**config.mk**
```make
export PLATFORM = sky130hd
export DESIGN_NAME = z80_bus_tracer_flat
export DESIGN_NICKNAME = d
export VERILOG_FILES = /design/src/rtl/z80_bus_tracer_if.sv /design/src/rtl/z80_bus_tracer.sv /design/src/flat_wrapper.sv
export SDC_FILE = /design/constraint.sdc
export NUM_CORES = 1
export LEC_CHECK = 0
export CAP_MARGIN = 0
export CORE_ASPECT_RATIO = 1.4
export CORE_MARGIN = 4
export CORE_UTILIZATION = 63
export CTS_BUF_LIST = sky130_fd_sc_hd__clkbuf_8
export CTS_CLUSTER_SIZE = 20
export DETAILED_ROUTE_END_ITERATION = 10
export HOLD_SLACK_MARGIN = 0.02
export PLACE_DENSITY = 0.92
export SLEW_MARGIN = 5
export SYNTH_ARGS = -nofsm -noshare
export SYNTH_HDL_FRONTEND = slang
export SYNTH_SLANG_ARGS = --single-unit
```
**constraint.sdc**
```tcl
create_clock -name clk -period 18.05 [get_ports clk]
set_clock_uncertainty 0.2 [all_clocks]
set_input_delay 1.805 -clock clk [delete_from_list [all_inputs] [get_ports clk]]
set_output_delay 1.805 -clock clk [all_outputs]
set_load 0.02 [all_outputs]
```
**src/rtl/z80_bus_tracer_if.sv**
```systemverilog
// rtl/z80_bus_tracer_if.sv - tv80 pin bus plus trace record/status signals for z80_bus_tracer
interface z80_bus_tracer_if #(
    parameter int DEPTH = 16,
    parameter int CNT_W = 16
);
    localparam int LW = $clog2(DEPTH) + 1;

    // control
    logic             clear;

    // CPU pin bus (observed only)
    logic             m1_n;
    logic             mreq_n;
    logic             iorq_n;
    logic             rd_n;
    logic             wr_n;
    logic             rfsh_n;
    logic [15:0]      A;
    logic [7:0]       di;
    logic [7:0]       dout;

    // record stream
    logic             rec_valid;
    logic             rec_ready;
    logic [2:0]       rec_type;
    logic [15:0]      rec_addr;
    logic [7:0]       rec_data;

    // status
    logic [LW-1:0]    level;
    logic             overflow;
    logic [CNT_W-1:0] drop_count;
    logic             protocol_err;

    // environment side: drives the bus and consumes records
    modport master (
        output clear, m1_n, mreq_n, iorq_n, rd_n, wr_n, rfsh_n, A, di, dout, rec_ready,
        input  rec_valid, rec_type, rec_addr, rec_data, level, overflow, drop_count, protocol_err
    );

    // tracer side
    modport slave (
        input  clear, m1_n, mreq_n, iorq_n, rd_n, wr_n, rfsh_n, A, di, dout, rec_ready,
        output rec_valid, rec_type, rec_addr, rec_data, level, overflow, drop_count, protocol_err
    );
endinterface

```
**src/rtl/z80_bus_tracer.sv**
```systemverilog
// rtl/z80_bus_tracer.sv - passive tv80 bus-cycle classifier logging {type, addr, data} into a FIFO
module z80_bus_tracer #(
    parameter int DEPTH = 16,
    parameter int CNT_W = 16
) (
    input  logic              clk,
    input  logic              reset,
    z80_bus_tracer_if.slave   bus
);
    localparam int PW = $clog2(DEPTH);
    localparam int LW = PW + 1;

    // Record type codes; T_NONE is internal only and never stored.
    localparam logic [2:0] T_FETCH = 3'd0;
    localparam logic [2:0] T_MRD   = 3'd1;
    localparam logic [2:0] T_MWR   = 3'd2;
    localparam logic [2:0] T_IORD  = 3'd3;
    localparam logic [2:0] T_IOWR  = 3'd4;
    localparam logic [2:0] T_INTA  = 3'd5;
    localparam logic [2:0] T_NONE  = 3'd6;
    localparam logic [2:0] T_ERR   = 3'd7;

    typedef enum logic {ST_IDLE, ST_ACTIVE} state_t;

    typedef struct packed {
        logic [2:0]  rtype;
        logic [15:0] addr;
        logic [7:0]  data;
    } rec_t;

    // registered bus sample
    logic             m1_n_q, mreq_n_q, iorq_n_q, rd_n_q, wr_n_q, rfsh_n_q;
    logic [15:0]      a_q;
    logic [7:0]       di_q, dout_q;
    logic             sample_valid_q;

    // capture state
    state_t           state_q, state_d;
    logic [2:0]       type_q, type_d;
    logic [15:0]      addr_q, addr_d;
    logic [7:0]       data_q, data_d;
    logic             armed_q, armed_d;
    logic             protocol_err_q, protocol_err_d;

    // fifo state
    rec_t             mem_q [DEPTH];
    rec_t             mem_d [DEPTH];
    logic [PW-1:0]    wr_ptr_q, wr_ptr_d;
    logic [PW-1:0]    rd_ptr_q, rd_ptr_d;
    logic [LW-1:0]    level_q, level_d;
    logic             overflow_q, overflow_d;
    logic [CNT_W-1:0] drop_count_q, drop_count_d;

    logic [2:0]       cls;
    logic [7:0]       sample_data;
    logic             push;
    logic             pop;
    logic             full;
    logic             accept;
    rec_t             head;

    // Sample the pin bus; strobes reset to their inactive level so nothing looks like a cycle.
    always_ff @(posedge clk or posedge reset) begin
        if (reset) begin
            m1_n_q         <= 1'b1;
            mreq_n_q       <= 1'b1;
            iorq_n_q       <= 1'b1;
            rd_n_q         <= 1'b1;
            wr_n_q         <= 1'b1;
            rfsh_n_q       <= 1'b1;
            a_q            <= '0;
            di_q           <= '0;
            dout_q         <= '0;
            sample_valid_q <= 1'b0;
        end else begin
            m1_n_q         <= bus.m1_n;
            mreq_n_q       <= bus.mreq_n;
            iorq_n_q       <= bus.iorq_n;
            rd_n_q         <= bus.rd_n;
            wr_n_q         <= bus.wr_n;
            rfsh_n_q       <= bus.rfsh_n;
            a_q            <= bus.A;
            di_q           <= bus.di;
            dout_q         <= bus.dout;
            sample_valid_q <= 1'b1;
        end
    end

    // Classify the registered strobes in priority order; refresh always masks everything else.
    always_comb begin
        cls = T_NONE;
        if (!rfsh_n_q) begin
            cls = T_NONE;
        end else if (!mreq_n_q && !iorq_n_q) begin
            cls = T_ERR;
        end else if (!m1_n_q && !iorq_n_q) begin
            cls = T_INTA;
        end else if (!m1_n_q && !mreq_n_q && !rd_n_q) begin
            cls = T_FETCH;
        end else if (!mreq_n_q && !rd_n_q) begin
            cls = T_MRD;
        end else if (!mreq_n_q && !wr_n_q) begin
            cls = T_MWR;
        end else if (!iorq_n_q && !rd_n_q) begin
            cls = T_IORD;
        end else if (!iorq_n_q && !wr_n_q) begin
            cls = T_IOWR;
        end else if (!rd_n_q && !wr_n_q && (!mreq_n_q || !iorq_n_q)) begin
            cls = T_ERR;
        end
    end

    // Write cycles take data from the CPU, everything else from the responder.
    assign sample_data = (cls == T_MWR || cls == T_IOWR) ? dout_q : di_q;

    // Capture state register.
    always_ff @(posedge clk or posedge reset) begin
        if (reset) begin
            state_q        <= ST_IDLE;
            type_q         <= T_NONE;
            addr_q         <= '0;
            data_q         <= '0;
            armed_q        <= 1'b0;
            protocol_err_q <= 1'b0;
        end else begin
            state_q        <= state_d;
            type_q         <= type_d;
            addr_q         <= addr_d;
            data_q         <= data_d;
            armed_q        <= armed_d;
            protocol_err_q <= protocol_err_d;
        end
    end

    // Capture FSM: open a record on a new class, keep the latest addr/data, close on change.
    // armed stays low after reset/clear until a genuine NONE sample, so a cycle already in
    // progress at that point is never logged as a partial record.
    always_comb begin
        state_d        = state_q;
        type_d         = type_q;
        addr_d         = addr_q;
        data_d         = data_q;
        armed_d        = armed_q | (sample_valid_q & (cls == T_NONE));
        protocol_err_d = protocol_err_q | (sample_valid_q & (cls == T_ERR));
        push           = 1'b0;
        if (bus.clear) begin
            state_d        = ST_IDLE;
            armed_d        = 1'b0;
            protocol_err_d = 1'b0;
        end else begin
            case (state_q)
                ST_IDLE: begin
                    if (armed_q && cls != T_NONE) begin
                        state_d = ST_ACTIVE;
                        type_d  = cls;
                        addr_d  = a_q;
                        data_d  = sample_data;
                    end
                end
                ST_ACTIVE: begin
                    if (cls == T_NONE) begin
                        push    = 1'b1;
                        state_d = ST_IDLE;
                    end else if (cls != type_q) begin
                        push    = 1'b1;
                        type_d  = cls;
                        addr_d  = a_q;
                        data_d  = sample_data;
                    end else begin
                        addr_d  = a_q;
                        data_d  = sample_data;
                    end
                end
                default: state_d = ST_IDLE;
            endcase
        end
    end

    assign full   = (level_q == LW'(DEPTH));
    assign pop    = bus.rec_ready && (level_q != '0) && !bus.clear;
    assign accept = push && (!full || pop);

    // FIFO storage, pointers, occupancy and drop accounting.
    always_ff @(posedge clk or posedge reset) begin
        if (reset) begin
            for (int i = 0; i < DEPTH; i++) begin
                mem_q[i] <= '0;
            end
            wr_ptr_q     <= '0;
            rd_ptr_q     <= '0;
            level_q      <= '0;
            overflow_q   <= 1'b0;
            drop_count_q <= '0;
        end else begin
            mem_q        <= mem_d;
            wr_ptr_q     <= wr_ptr_d;
            rd_ptr_q     <= rd_ptr_d;
            level_q      <= level_d;
            overflow_q   <= overflow_d;
            drop_count_q <= drop_count_d;
        end
    end

    // Full with a concurrent pop still accepts: the slot being written is the one being freed.
    always_comb begin
        mem_d        = mem_q;
        wr_ptr_d     = wr_ptr_q;
        rd_ptr_d     = rd_ptr_q;
        level_d      = level_q;
        overflow_d   = overflow_q;
        drop_count_d = drop_count_q;
        if (bus.clear) begin
            wr_ptr_d     = '0;
            rd_ptr_d     = '0;
            level_d      = '0;
            overflow_d   = 1'b0;
            drop_count_d = '0;
        end else begin
            if (accept) begin
                mem_d[wr_ptr_q] = '{rtype: type_q, addr: addr_q, data: data_q};
                wr_ptr_d        = wr_ptr_q + PW'(1);
            end
            if (pop) begin
                rd_ptr_d = rd_ptr_q + PW'(1);
            end
            if (accept && !pop) begin
                level_d = level_q + LW'(1);
            end else if (!accept && pop) begin
                level_d = level_q - LW'(1);
            end
            if (push && !accept) begin
                overflow_d = 1'b1;
                if (drop_count_q != '1) begin
                    drop_count_d = drop_count_q + CNT_W'(1);
                end
            end
        end
    end

    assign head             = mem_q[rd_ptr_q];
    assign bus.rec_valid    = (level_q != '0);
    assign bus.rec_type     = bus.rec_valid ? head.rtype : 3'd0;
    assign bus.rec_addr     = bus.rec_valid ? head.addr  : 16'd0;
    assign bus.rec_data     = bus.rec_valid ? head.data  : 8'd0;
    assign bus.level        = level_q;
    assign bus.overflow     = overflow_q;
    assign bus.drop_count   = drop_count_q;
    assign bus.protocol_err = protocol_err_q;
endmodule

```
**src/flat_wrapper.sv**
```systemverilog
// flat-port wrapper written by rule: the top's interface ports become plain ports
module z80_bus_tracer_flat 
#(
    parameter int DEPTH = 16,
    parameter int CNT_W = 16
)
  (clk, reset, bus_clear, bus_m1_n, bus_mreq_n, bus_iorq_n, bus_rd_n, bus_wr_n, bus_rfsh_n, bus_A, bus_di, bus_dout, bus_rec_ready, bus_rec_valid, bus_rec_type, bus_rec_addr, bus_rec_data, bus_level, bus_overflow, bus_drop_count, bus_protocol_err);
  z80_bus_tracer_if #(.DEPTH(DEPTH), .CNT_W(CNT_W)) bus_i ();
  input  logic clk;
  input  logic reset;
  input wire logic [$bits(bus_i.clear)-1:0] bus_clear;
  input wire logic [$bits(bus_i.m1_n)-1:0] bus_m1_n;
  input wire logic [$bits(bus_i.mreq_n)-1:0] bus_mreq_n;
  input wire logic [$bits(bus_i.iorq_n)-1:0] bus_iorq_n;
  input wire logic [$bits(bus_i.rd_n)-1:0] bus_rd_n;
  input wire logic [$bits(bus_i.wr_n)-1:0] bus_wr_n;
  input wire logic [$bits(bus_i.rfsh_n)-1:0] bus_rfsh_n;
  input wire logic [$bits(bus_i.A)-1:0] bus_A;
  input wire logic [$bits(bus_i.di)-1:0] bus_di;
  input wire logic [$bits(bus_i.dout)-1:0] bus_dout;
  input wire logic [$bits(bus_i.rec_ready)-1:0] bus_rec_ready;
  output wire logic [$bits(bus_i.rec_valid)-1:0] bus_rec_valid;
  output wire logic [$bits(bus_i.rec_type)-1:0] bus_rec_type;
  output wire logic [$bits(bus_i.rec_addr)-1:0] bus_rec_addr;
  output wire logic [$bits(bus_i.rec_data)-1:0] bus_rec_data;
  output wire logic [$bits(bus_i.level)-1:0] bus_level;
  output wire logic [$bits(bus_i.overflow)-1:0] bus_overflow;
  output wire logic [$bits(bus_i.drop_count)-1:0] bus_drop_count;
  output wire logic [$bits(bus_i.protocol_err)-1:0] bus_protocol_err;
  assign bus_i.clear = bus_clear;
  assign bus_i.m1_n = bus_m1_n;
  assign bus_i.mreq_n = bus_mreq_n;
  assign bus_i.iorq_n = bus_iorq_n;
  assign bus_i.rd_n = bus_rd_n;
  assign bus_i.wr_n = bus_wr_n;
  assign bus_i.rfsh_n = bus_rfsh_n;
  assign bus_i.A = bus_A;
  assign bus_i.di = bus_di;
  assign bus_i.dout = bus_dout;
  assign bus_i.rec_ready = bus_rec_ready;
  assign bus_rec_valid = bus_i.rec_valid;
  assign bus_rec_type = bus_i.rec_type;
  assign bus_rec_addr = bus_i.rec_addr;
  assign bus_rec_data = bus_i.rec_data;
  assign bus_level = bus_i.level;
  assign bus_overflow = bus_i.overflow;
  assign bus_drop_count = bus_i.drop_count;
  assign bus_protocol_err = bus_i.protocol_err;
  z80_bus_tracer #(.DEPTH(DEPTH), .CNT_W(CNT_W)) u_core (.clk(clk), .reset(reset), .bus(bus_i));
endmodule
```
==> impl_metrics.yaml <==
timing:
  fmax_mhz: 145
  setup_viol_count_final: 0
  hold_viol_final: 0
  fin_crit_ns: 6.90
  finalCritPeriodShare: 0.382
  slew_headroom: 0.248
  rsz0062_at_grt: "false"
  holdWs_ns: 0.275
  report.final.slew_viol_count: 0
  worst_slew_pin_slew_ns: 1.13
  fin_setup_tns_ns: 0
setup_path:
  crit_type: "register to output pin"
  ff2ff_path_depth: 8
  crit_chain: "buf_4 -> buf_4 -> mux4_2 -> mux4_2 -> and2_1 -> clkdlybuf4s50_1"
  r2r_end: "u_core.mem_q[171]"
  end_kind: "output pin"
  cp_slowest_stage_delay_ns: 0.81
  arrival_ns: 4.90
  cp.required_ns: 16.04
  worstPathMaxFanout: 44
  crit_path_start_kind: "register"
  cpMaxStageDelayCell: "buf_4"
  reg2reg_slack_ns: 13.37
  reg2reg_from: "u_core.mreq_n_q"
synth:
  ys_seq_elements: 531
  yosysSeqAreaShare: 0.540
  synth.distinct_cells: 53
  syn-num-nets: 1556
  syn_area_per_cell_um2: 16.4
  syn_area_mm2: 0.0246
  synthCells: 1503
  yosysWarnings: 0
  synth-edff-count: 0
  synth_ff_type: "dfrtp_1"
  synthArstFlopShare: 1.00
pwr:
  power_density_mw_per_mm2: 108
  peakVddDrop_mv: 0.0855
  leakagePower_nw: 13.3
finish:
  fin_nets: 1631
  drive_gt1_frac: 0.466
  final_cell_mix: "520 x dfrtp_1, 279 x mux2_2, 180 x mux2_4"
  layout_commonest_cell: "dfrtp_1"
  fin_area_mm2: 0.0274
  final_util: 0.710
  syn_to_final_growth_pct: 11.2
route:
  dr.first_iter.drc_count: 1146
  drt_first_pass_iters: 5
  drc: 0
  wire_per_inst_um: 26.3
  vias_per_cell: 6.40
  drtAntennaViolNets: 0
  wirelength_um: 56800
  vias: 13800
clock_network:
  tritoncts: "built"
  clk_pin_slew_ns: 0.07
  cts_buffer_depth: 3
  root_buffer: "clkbuf_8"
  cts_num_sinks: 531
  post_cts_buffers: 0
  cts_buffers: 79
  cts_max_level: 3
  clk_latency_ns: 0.64
  cts_resized: 0
  cts.hold.buffers_added: 0
grt:
  grt_pass1_vias: 15400
  grt_start_max_net_pins: 91
  gr-total-overflow: 0
  grt_use_total: 0.272
  grt_pass1_wl_um: 89300
  grt_antenna_before_repair: 2
die:
  rows: 85
  io_pins: 93
  dieArea_mm2: 0.0424
  fp.dieH_um: 242
  die_width_um: 175
  initial_utilization: 0.638
  core_mm2: 0.0386
placed_design:
  dp_hpwl_um: 29600
  io_buffers: 92
  placed_cell_area_mm2: 0.0258
  routabilityCongestion: 0.808
worst_hold_path:
  hp-class: "register to register"
  hold_depth: 1
  worstHoldStart: "u_core.a_q[7]"
  whs_endpoint: "u_core.addr_q[7]"
run_status:
  outcome: "finished, final reports clean"
job:
  cap_violations: 0
==> worst max-delay path: cells and delay by family (launching register included) <==
family        cells  cell delay, ns
mux               2            1.16
simple gates      1            0.18
buf+inv           3            2.10
flops             1            0.75
==> kinds of logic (layout without fill, tap and decap cells) <==
| family | Yosys count | after routing | share of synthesized area |
|---|---|---|---|
| simple gates | 163 | 163 | 0.0420 |
| other cells | 1 | 2 | 0.000152 |
| xor+xnor | 11 | 11 | 0.00391 |
| flops | 531 | 531 | 0.540 |
| buf+inv | 127 | 263 | 0.0277 |
| fa+ha+maj | 11 | 11 | 0.00589 |
| mux | 609 | 609 | 0.367 |
| compound gates | 50 | 50 | 0.0139 |
==> metrics by stage <==
step                worst slack [ns]  std cells  power [mW]
floorplan                       1.22       1503        1.78
global placement               11.78       2019        1.95
detailed placement             11.77       2019        1.98
CTS                            11.02       2161        2.98
global route                   10.81       2162        3.09
finish                         11.15       2162        2.97
==> power breakdown <==
part	internal [mW]	total, mW	switching, mW
logic	0.296	0.569	0.274
clock network	0.536	1.01	0.470
registers	1.25	1.39	0.141
==> layout make-up <==
type,count,area [µm²]
tap,522,653
fill,2228,11200
inverter,10,45.0
sequential,531,13300
clock inverter,40,231
multi-input combinational,845,10700
clock buffer,102,1400
timing repair buffer,111,1060
antenna,1,2.50
==> worst max-delay path by stage <==
stage | from | cells past startpoint | endpoint
after floorplan | reset | 1 | u_core.a_q[0]
after global placement | u_core.rd_ptr_q[0] | 6 | bus_rec_type[0]
after detailed placement | u_core.rd_ptr_q[0] | 6 | bus_rec_type[0]
after CTS | u_core.rd_ptr_q[0] | 6 | bus_rec_addr[8]
after global routing | u_core.rd_ptr_q[0] | 6 | bus_rec_addr[8]
final | u_core.rd_ptr_q[0] | 6 | bus_rec_addr[8]
==> metal layers <==
layer | up-vias | global-route usage | routed length [µm]
li1 | 5710 | - | -
met1 | 7361 | 0.352 | 21900
met2 | 589 | 0.449 | 28900
met3 | 167 | 0.0581 | 3790
met4 | 0 | 0.118 | 2240
met5 | - | 0 | 0
==> Yosys cell counts (all sizes together), types with 3 or more instances <==
library cell / instances / area share
dfrtp: 523 / 0.53
mux2: 459 / 0.24
mux4: 135 / 0.12
clkbuf: 61 / 0.0093
buf: 56 / 0.017
nor2: 38 / 0.0058
and2: 31 / 0.0079
a21oi: 22 / 0.0049
nand4: 20 / 0.012
nand2: 17 / 0.0026
nand3: 16 / 0.0033
mux2i: 15 / 0.0061
nor2b: 14 / 0.0036
ha: 10 / 0.0051
inv: 10 / 0.0015
dfstp: 8 / 0.0085
xnor2: 8 / 0.0028
and3: 7 / 0.0018
nand2b: 5 / 0.0013
o21ai: 5 / 0.0010
and4: 4 / 0.0014
a2111oi: 3 / 0.0011
a211oi: 3 / 0.0013
a21o: 3 / 0.00091
a31oi: 3 / 0.00076
nor4: 3 / 0.00076
or2: 3 / 0.00076
xor2: 3 / 0.0011
==> flip-flops by register name, indices dropped and copies added, names as in the netlist, 3 cells and up <==
name / cells
u_core.type_q: 3
u_core.mem_q: 432
u_core.data_q: 8
u_core.wr_ptr_q: 4
u_core.dout_q: 8
u_core.bus.level: 5
u_core.rd_ptr_q: 4
u_core.di_q: 8
u_core.a_q: 16
u_core.bus.drop_count: 16
u_core.addr_q: 16
Note: power is estimated with default switching activity, not from simulation.
